$ cat src/rtl/rr_mux_if.sv
// rr_mux_if: valid/ready bundle for the N-input arbitrated mux and its single output.
// The slave side is the mux; the master side is the environment driving it.
interface rr_mux_if #(
    parameter int WIDTH = 32,
    parameter int N = 4
);
    localparam int SW = $clog2(N);
    logic [N-1:0] in_valid;
    logic [N*WIDTH-1:0] in_data;
    logic [N-1:0] in_ready;
    logic out_valid;
    logic [WIDTH-1:0] out_data;
    logic [SW-1:0] out_src;
    logic out_ready;
    modport slave (
        input in_valid, in_data, out_ready,
        output in_ready, out_valid, out_data, out_src
    );
    modport master (
        output in_valid, in_data, out_ready,
        input in_ready, out_valid, out_data, out_src
    );
endinterface

$ cat src/rtl/rr_mux.sv
// rr_mux: N-channel round-robin arbitrated mux with a one-entry registered output.
// Define RR_MUX_FIXED_PRIO_EN for fixed lowest-index-wins priority instead.
module rr_mux #(
    parameter int WIDTH = 32,
    parameter int N = 4
) (
    input logic clk,
    input logic reset,
    rr_mux_if.slave bus
);
    localparam int SW = $clog2(N);
    logic [SW-1:0] ptr;
    logic [SW-1:0] gnt;
    logic hit;
    logic can_load;
    logic xfer;
    // in_ready is forced low while reset is held so no word is taken during reset
    assign can_load = (!bus.out_valid || bus.out_ready) && !reset;
    assign xfer = hit && can_load;
    assign bus.in_ready = hit ? (N'(can_load) << gnt) : '0;
    always_comb begin
        int j;
        hit = 1'b0;
        gnt = '0;
        j = 0;
        for (int k = 0; k < N; k++) begin
            j = int'(ptr) + k;
            if (j >= N) j = j - N;
            if (!hit && bus.in_valid[j]) begin
                hit = 1'b1;
                gnt = SW'(j);
            end
        end
    end
`ifdef RR_MUX_FIXED_PRIO_EN
    assign ptr = '0;
`else
    always_ff @(posedge clk) begin
        if (reset) ptr <= '0;
        else if (xfer) ptr <= (gnt == SW'(N - 1)) ? '0 : gnt + 1'b1;
    end
`endif
    always_ff @(posedge clk) begin
        if (reset) begin
            bus.out_valid <= 1'b0;
            bus.out_data <= '0;
            bus.out_src <= '0;
        end else if (xfer) begin
            bus.out_valid <= 1'b1;
            bus.out_data <= bus.in_data[int'(gnt) * WIDTH +: WIDTH];
            bus.out_src <= gnt;
        end else if (bus.out_ready) begin
            bus.out_valid <= 1'b0;
        end
    end
endmodule
$ cat src/flat_wrapper.sv
// flat-port wrapper written by rule: the top's interface ports become plain ports
module rr_mux_flat 
#(
    parameter int WIDTH = 32,
    parameter int N = 4
)
  (clk, reset, bus_in_valid, bus_in_data, bus_out_ready, bus_in_ready, bus_out_valid, bus_out_data, bus_out_src);
  rr_mux_if #(.WIDTH(WIDTH), .N(N)) bus_i ();
  input logic clk;
  input logic reset;
  input wire logic [$bits(bus_i.in_valid)-1:0] bus_in_valid;
  input wire logic [$bits(bus_i.in_data)-1:0] bus_in_data;
  input wire logic [$bits(bus_i.out_ready)-1:0] bus_out_ready;
  output wire logic [$bits(bus_i.in_ready)-1:0] bus_in_ready;
  output wire logic [$bits(bus_i.out_valid)-1:0] bus_out_valid;
  output wire logic [$bits(bus_i.out_data)-1:0] bus_out_data;
  output wire logic [$bits(bus_i.out_src)-1:0] bus_out_src;
  assign bus_i.in_valid = bus_in_valid;
  assign bus_i.in_data = bus_in_data;
  assign bus_i.out_ready = bus_out_ready;
  assign bus_in_ready = bus_i.in_ready;
  assign bus_out_valid = bus_i.out_valid;
  assign bus_out_data = bus_i.out_data;
  assign bus_out_src = bus_i.out_src;
  rr_mux #(.WIDTH(WIDTH), .N(N)) u_core (.clk(clk), .reset(reset), .bus(bus_i));
endmodule
$ cat config.mk
export PLATFORM = sky130hd
export DESIGN_NAME = rr_mux_flat
export DESIGN_NICKNAME = d
export VERILOG_FILES = /design/src/rtl/rr_mux_if.sv /design/src/rtl/rr_mux.sv /design/src/flat_wrapper.sv
export SDC_FILE = /design/constraint.sdc
export NUM_CORES = 1
export LEC_CHECK = 0
export BUFFER_PORTS_ARGS = -buffer_cell sky130_fd_sc_hd__buf_2
export CAP_MARGIN = 20
export CELL_PAD_IN_SITES_DETAIL_PLACEMENT = 2
export CELL_PAD_IN_SITES_GLOBAL_PLACEMENT = 2
export CORE_ASPECT_RATIO = 1.4
export CORE_MARGIN = 5
export CORE_UTILIZATION = 20
export DETAILED_ROUTE_END_ITERATION = 8
export GPL_TIMING_DRIVEN = 0
export PLACE_DENSITY = 0.89
export SYNTH_ARGS = -nofsm -noshare
export SYNTH_HDL_FRONTEND = slang
export SYNTH_SLANG_ARGS = --single-unit
$ cat constraint.sdc
create_clock -name clk -period 2.4 [get_ports clk]
set_clock_uncertainty 0.05 [all_clocks]
set_input_delay 0.48 -clock clk [delete_from_list [all_inputs] [get_ports clk]]
set_output_delay 0.48 -clock clk [all_outputs]
set_load 0.005 [all_outputs]
After elaboration in Yosys (flattened, before gate mapping). Cells that the tools add are included.

Bits in registers: 37. Bits in latches: 0. RAM bits: 0. Bits in read-only memories: 0. Input port bits: 135. Output and inout bits: 39. Logic and storage cells: 63. Memories: 0.

Add/subtract/negate cells: 8. Multiply operators: 0. Divide/modulo/power cells: 0. Order comparisons: 8. Equality and inequality tests: 1. Shifts and indexed selects: 2. Multiplexer cells: 28. Bitwise operators: 0. Reductions and logical operators: 12.

Operators with widths (number): $lt A32 B4 Y1 const B (4); $mux W32 (4); $shiftx A128 B8 Y32 (1); $ge A32 B4 Y1 const B (3); $sub A32 B4 Y32 const B (3); $mux W1 (14); $mux W2 (5); $bmux W1 S2 (4); $add A2 B2 Y3 const B (2); $logic_and A1 B1 Y1 (5); $logic_not A1 Y1 (5); $mux W4 (1); $shl A1 B2 Y4 (1); $sub A2 B3 Y4 const B (1); $add A2 B1 Y3 const B (1); $ge A2 B3 Y1 const B (1); $add A2 B1 Y2 const B (1); $eq A2 B2 Y1 const B (1); $reduce_bool A2 Y1 (1); $logic_or A1 B1 Y1 (1).

Logic depth before layout (Yosys ltp).
Depth in word-level cells: 17. Depth in mapped cells: 7.

Least setup slack after synthesis. OpenSTA, ideal clock, no wires.

Path type: input to output. From: in bus_in_valid[2]. To: out bus_in_ready[0]. Arrival time: 1.482 ns. Required time: 1.870 ns. Slack: 0.388 ns. Cell stages on the path: 7. Path through: nor4_1 > a21o_1 > nor2_1 > nand2b_1 > buf_2 > buf_6 > nor2_1.

Longest elaborated chain between the ends: 15. Elaborated cells on any way between the ends: 28. Classes of those cells: shift (1); mux (21); reduce/logical (6).

RTL lines: from (decl) (RTL line flat_wrapper.sv:11) `input wire logic [$bits(bus_i.in_valid)-1:0] bus_in_valid;`; $bmux W1 S2 (RTL line rr_mux.sv:29) `if (!hit && bus.in_valid[j]) begin`; $mux W1 (implied by the code) (2 in a row) (RTL line rr_mux.sv:29); $mux W1 (RTL line rr_mux.sv:29); $logic_not A1 Y1 (RTL line rr_mux.sv:29); $logic_and A1 B1 Y1 (RTL line rr_mux.sv:29); $mux W1 (RTL line rr_mux.sv:29); $logic_not A1 Y1 (RTL line rr_mux.sv:29); $logic_and A1 B1 Y1 (RTL line rr_mux.sv:29); $mux W1 (RTL line rr_mux.sv:29); $logic_not A1 Y1 (RTL line rr_mux.sv:29); $logic_and A1 B1 Y1 (RTL line rr_mux.sv:29); $mux W2 (RTL line rr_mux.sv:29); $shl A1 B2 Y4 (RTL line rr_mux.sv:20) `assign bus.in_ready = hit ? (N'(can_load) << gnt) : '0;`; $mux W4 * (RTL line rr_mux.sv:20); to (decl) (RTL line flat_wrapper.sv:14) `output wire logic [$bits(bus_i.in_ready)-1:0] bus_in_ready;`.

Every way passes the cells marked *; elsewhere a longest branch is shown, timed or not. The select of a mux whose other input is x is not followed.

Worst setup path in the final report.
From: reg u_core.ptr[0]. To: out bus_in_ready[0].

Longest elaborated chain between the ends: 17. Elaborated cells on any way between the ends: 43. Classes of those cells: add/sub (7); order compare (4); shift (1); mux (25); reduce/logical (6).

RTL lines: from (decl) (RTL line rr_mux.sv:12) `logic [SW-1:0] ptr;`; from (signal assigned) (RTL line rr_mux.sv:40) `else if (xfer) ptr <= (gnt == SW'(N - 1)) ? '0 : gnt + 1'b1;`; parallel branches: the longest is 16 deep, another holds $sub A32 B4 Y32; $mux W4 * (RTL line rr_mux.sv:20).

Every way passes the cells marked *. The select of a mux whose other input is x is not followed.

==> impl_metrics.env <==
export IMPL_cts_hold_buf=0
export IMPL_fin_util=0.324
export IMPL_arrival_ps=1820
export IMPL_grt_max_degree=12
export IMPL_r2r_end="u_core.bus.out_data[30]"
export IMPL_tritoncts="yes"
export IMPL_diodes=0
export IMPL_clkTransAtPathRegs_ps=50
export IMPL_reg2reg_from="u_core.ptr[0]"
export IMPL_fp_dieArea_mm2=0.0129
export IMPL_clock_sinks=37
export IMPL_dp_hpwl_um=8420
export IMPL_fin_tns_setup_ps=0
export IMPL_gp_congestion=0.763
export IMPL_nets=540
export IMPL_grt_total_usage=0.153
export IMPL_finalHoldViolations=0
export IMPL_wl_per_cell_um=18.7
export IMPL_p_leak_nw=1.84
export IMPL_drive_gt1_frac=0.512
export IMPL_die_h_um=132
export IMPL_yosysWarnings=0
export IMPL_die_w_um=97.5
export IMPL_drt_total_wl_um=10200
export IMPL_route_vias_total=2521
export IMPL_crit_type="flip-flop to primary output"
export IMPL_cp_max_fo=10
export IMPL_clockRootBuffer="clkbuf_16"
export IMPL_synth_seq_cells=37
export IMPL_syn_inst=222
export IMPL_cp_required_ps=1870
export IMPL_synth_area_per_cell_um2=9.65
export IMPL_synthesis_area_mm2=0.00214
export IMPL_syn2layout_area_growth_pct=58.2
export IMPL_hold_class="input port to flip-flop"
export IMPL_grt_pass1_vias=2951
export IMPL_drtPass1Iterations=4
export IMPL_outcome="completed"
export IMPL_most_common_layout_cells="179 x buf_2, 65 x mux2i_1, 36 x nand2_1"
export IMPL_drv_cap=0
export IMPL_row_count=44
export IMPL_crit_path_end="bus_in_ready[0]"
export IMPL_ys_seq_area_frac=0.346
export IMPL_critPathCaptureType="primary output"
export IMPL_r2r_cells=7
export IMPL_initial_core_util=0.205
export IMPL_gr_total_overflow=0
export IMPL_fin_crit_ps=2350
export IMPL_final_common_cell="buf_2"
export IMPL_worst_pin_slew_ps=572
export IMPL_powerDensity_mw_per_mm2=651
export IMPL_htreeDepth=2
export IMPL_yosysUniqueCellTypes=21
export IMPL_antenna_found_initial=0
export IMPL_pin_count=174
export IMPL_core_area_mm2=0.0105
export IMPL_cts_buffers=5
export IMPL_setup_viol=0
export IMPL_max_freq_mhz=426
export IMPL_grt_pass1_wl_um=15700
export IMPL_first_iter_violations=33
export IMPL_portBuffers=172
export IMPL_fin_crit_sh=0.978
export IMPL_relSlewSlack=0.619
export IMPL_vias_per_cell=4.63
export IMPL_peakVddDrop_uv=243
export IMPL_clockBufferDepth=2
export IMPL_drc=0
export IMPL_clk_latency_ps=280
export IMPL_grt_setup_unrepaired="yes"
export IMPL_r2r_slack_ps=430
export IMPL_critPathLaunch="u_core.ptr[0]"
export IMPL_maxSlewViolCount=0
export IMPL_fillers=1252
export IMPL_ant_nets=0
export IMPL_syn_nets=357
export IMPL_cp_start_kind="flip-flop"
## critical path, cell delays in order (launching register included)
cell and delay (ps):
dfxtp_2 330, nand2b_1 160, nor2b_1 150, o22a_2 240, nand2b_1 160, buf_6 140
buf_12 140, nor2_2 80, buf_2 130
## cell type report
class                   count  area, um2  area share
plain buffers              18        164      0.0484
multi-input cells         164       1270       0.374
repair buffers            176        891       0.263
clock buffers               6        129      0.0380
well taps                 138        173      0.0510
inverters                   3       11.3     0.00332
flip-flops and latches     37        743       0.219
clock inverters             2       10.0     0.00295
## flip-flops by register name, indices dropped and copies added, names as in the netlist
register	flops
u_core.bus.out_data	32
u_core.bus.out_src	2
u_core.ptr	2
u_core.bus.out_valid	1
## stage by stage
stage	instance area (um2)	instances	hold WS [ps]	power [mW]	setup WS, ps
6_report	3390	544	409	2.21	53.8
5_1_grt	3390	544	424	2.36	-17.4
4_1_cts	3360	541	412	2.24	-1.13
3_5_place_dp	3180	532	405	1.57	-344
3_3_place_gp	3180	532	389	1.53	-282
2_1_floorplan	2140	222	403	1.22	388
## cell families after synthesis
family / Yosys count / share of synthesized area
buffers and inverters: 21 / 0.0718
multiplexers: 65 / 0.304
AO/OA/AOI/OAI: 45 / 0.174
flip-flops: 37 / 0.346
XOR/XNOR: 1 / 0.00409
AND/OR/NAND/NOR: 53 / 0.100
## layer usage
metal  part of all wire  up-vias  global-route usage
met3              0.077       14              0.0495
met4              0.020        0              0.0439
met1               0.35     1189               0.152
met5                  0        -                   0
met2               0.55      120               0.301
li1                   -     1198                   -
## worst min-delay path by stage
stage / endpoint / cells past startpoint / start
2_1_floorplan: u_core.bus.out_src[1] / 2 / u_core.bus.out_src[1]
3_3_place_gp: u_core.bus.out_data[24] / 2 / u_core.bus.out_data[24]
3_5_place_dp: u_core.bus.out_data[7] / 2 / u_core.bus.out_data[7]
4_1_cts: u_core.ptr[0] / 2 / reset
5_1_grt: u_core.bus.out_valid / 2 / reset
6_report: u_core.ptr[0] / 2 / reset
## report_power, final
| part | switching [mW] | internal [mW] | total, mW |
|---|---|---|---|
| combinational | 0.393 | 0.409 | 0.801 |
| clock | 0.257 | 0.382 | 0.639 |
| sequential | 0.0513 | 0.714 | 0.765 |
## cells in the mapped netlist
master	count	area share
mux2i_1	65	0.30
dfxtp_1	37	0.35
nand2_1	37	0.065
o221ai_1	32	0.13
nor2_1	10	0.018
buf_2	9	0.021
buf_6	8	0.042
a21oi_1	5	0.012
inv_1	3	0.0053
nand2b_1	3	0.0088
a211oi_1	2	0.0070
a21o_1	2	0.0070
a211o_1	1	0.0041
a211oi_2	1	0.0058
buf_4	1	0.0035
nand3b_1	1	0.0035
nor2b_1	1	0.0029
nor4_1	1	0.0029
o22a_2	1	0.0047
o22ai_1	1	0.0029
xnor2_1	1	0.0041
## repair_timing
item,4_1_cts,5_1_grt
buffers inserted,1,3
pin swaps,1,1
resized for setup,10,2
endpoints found under the setup margin,4,4
(Power assumes the default switching activity.)
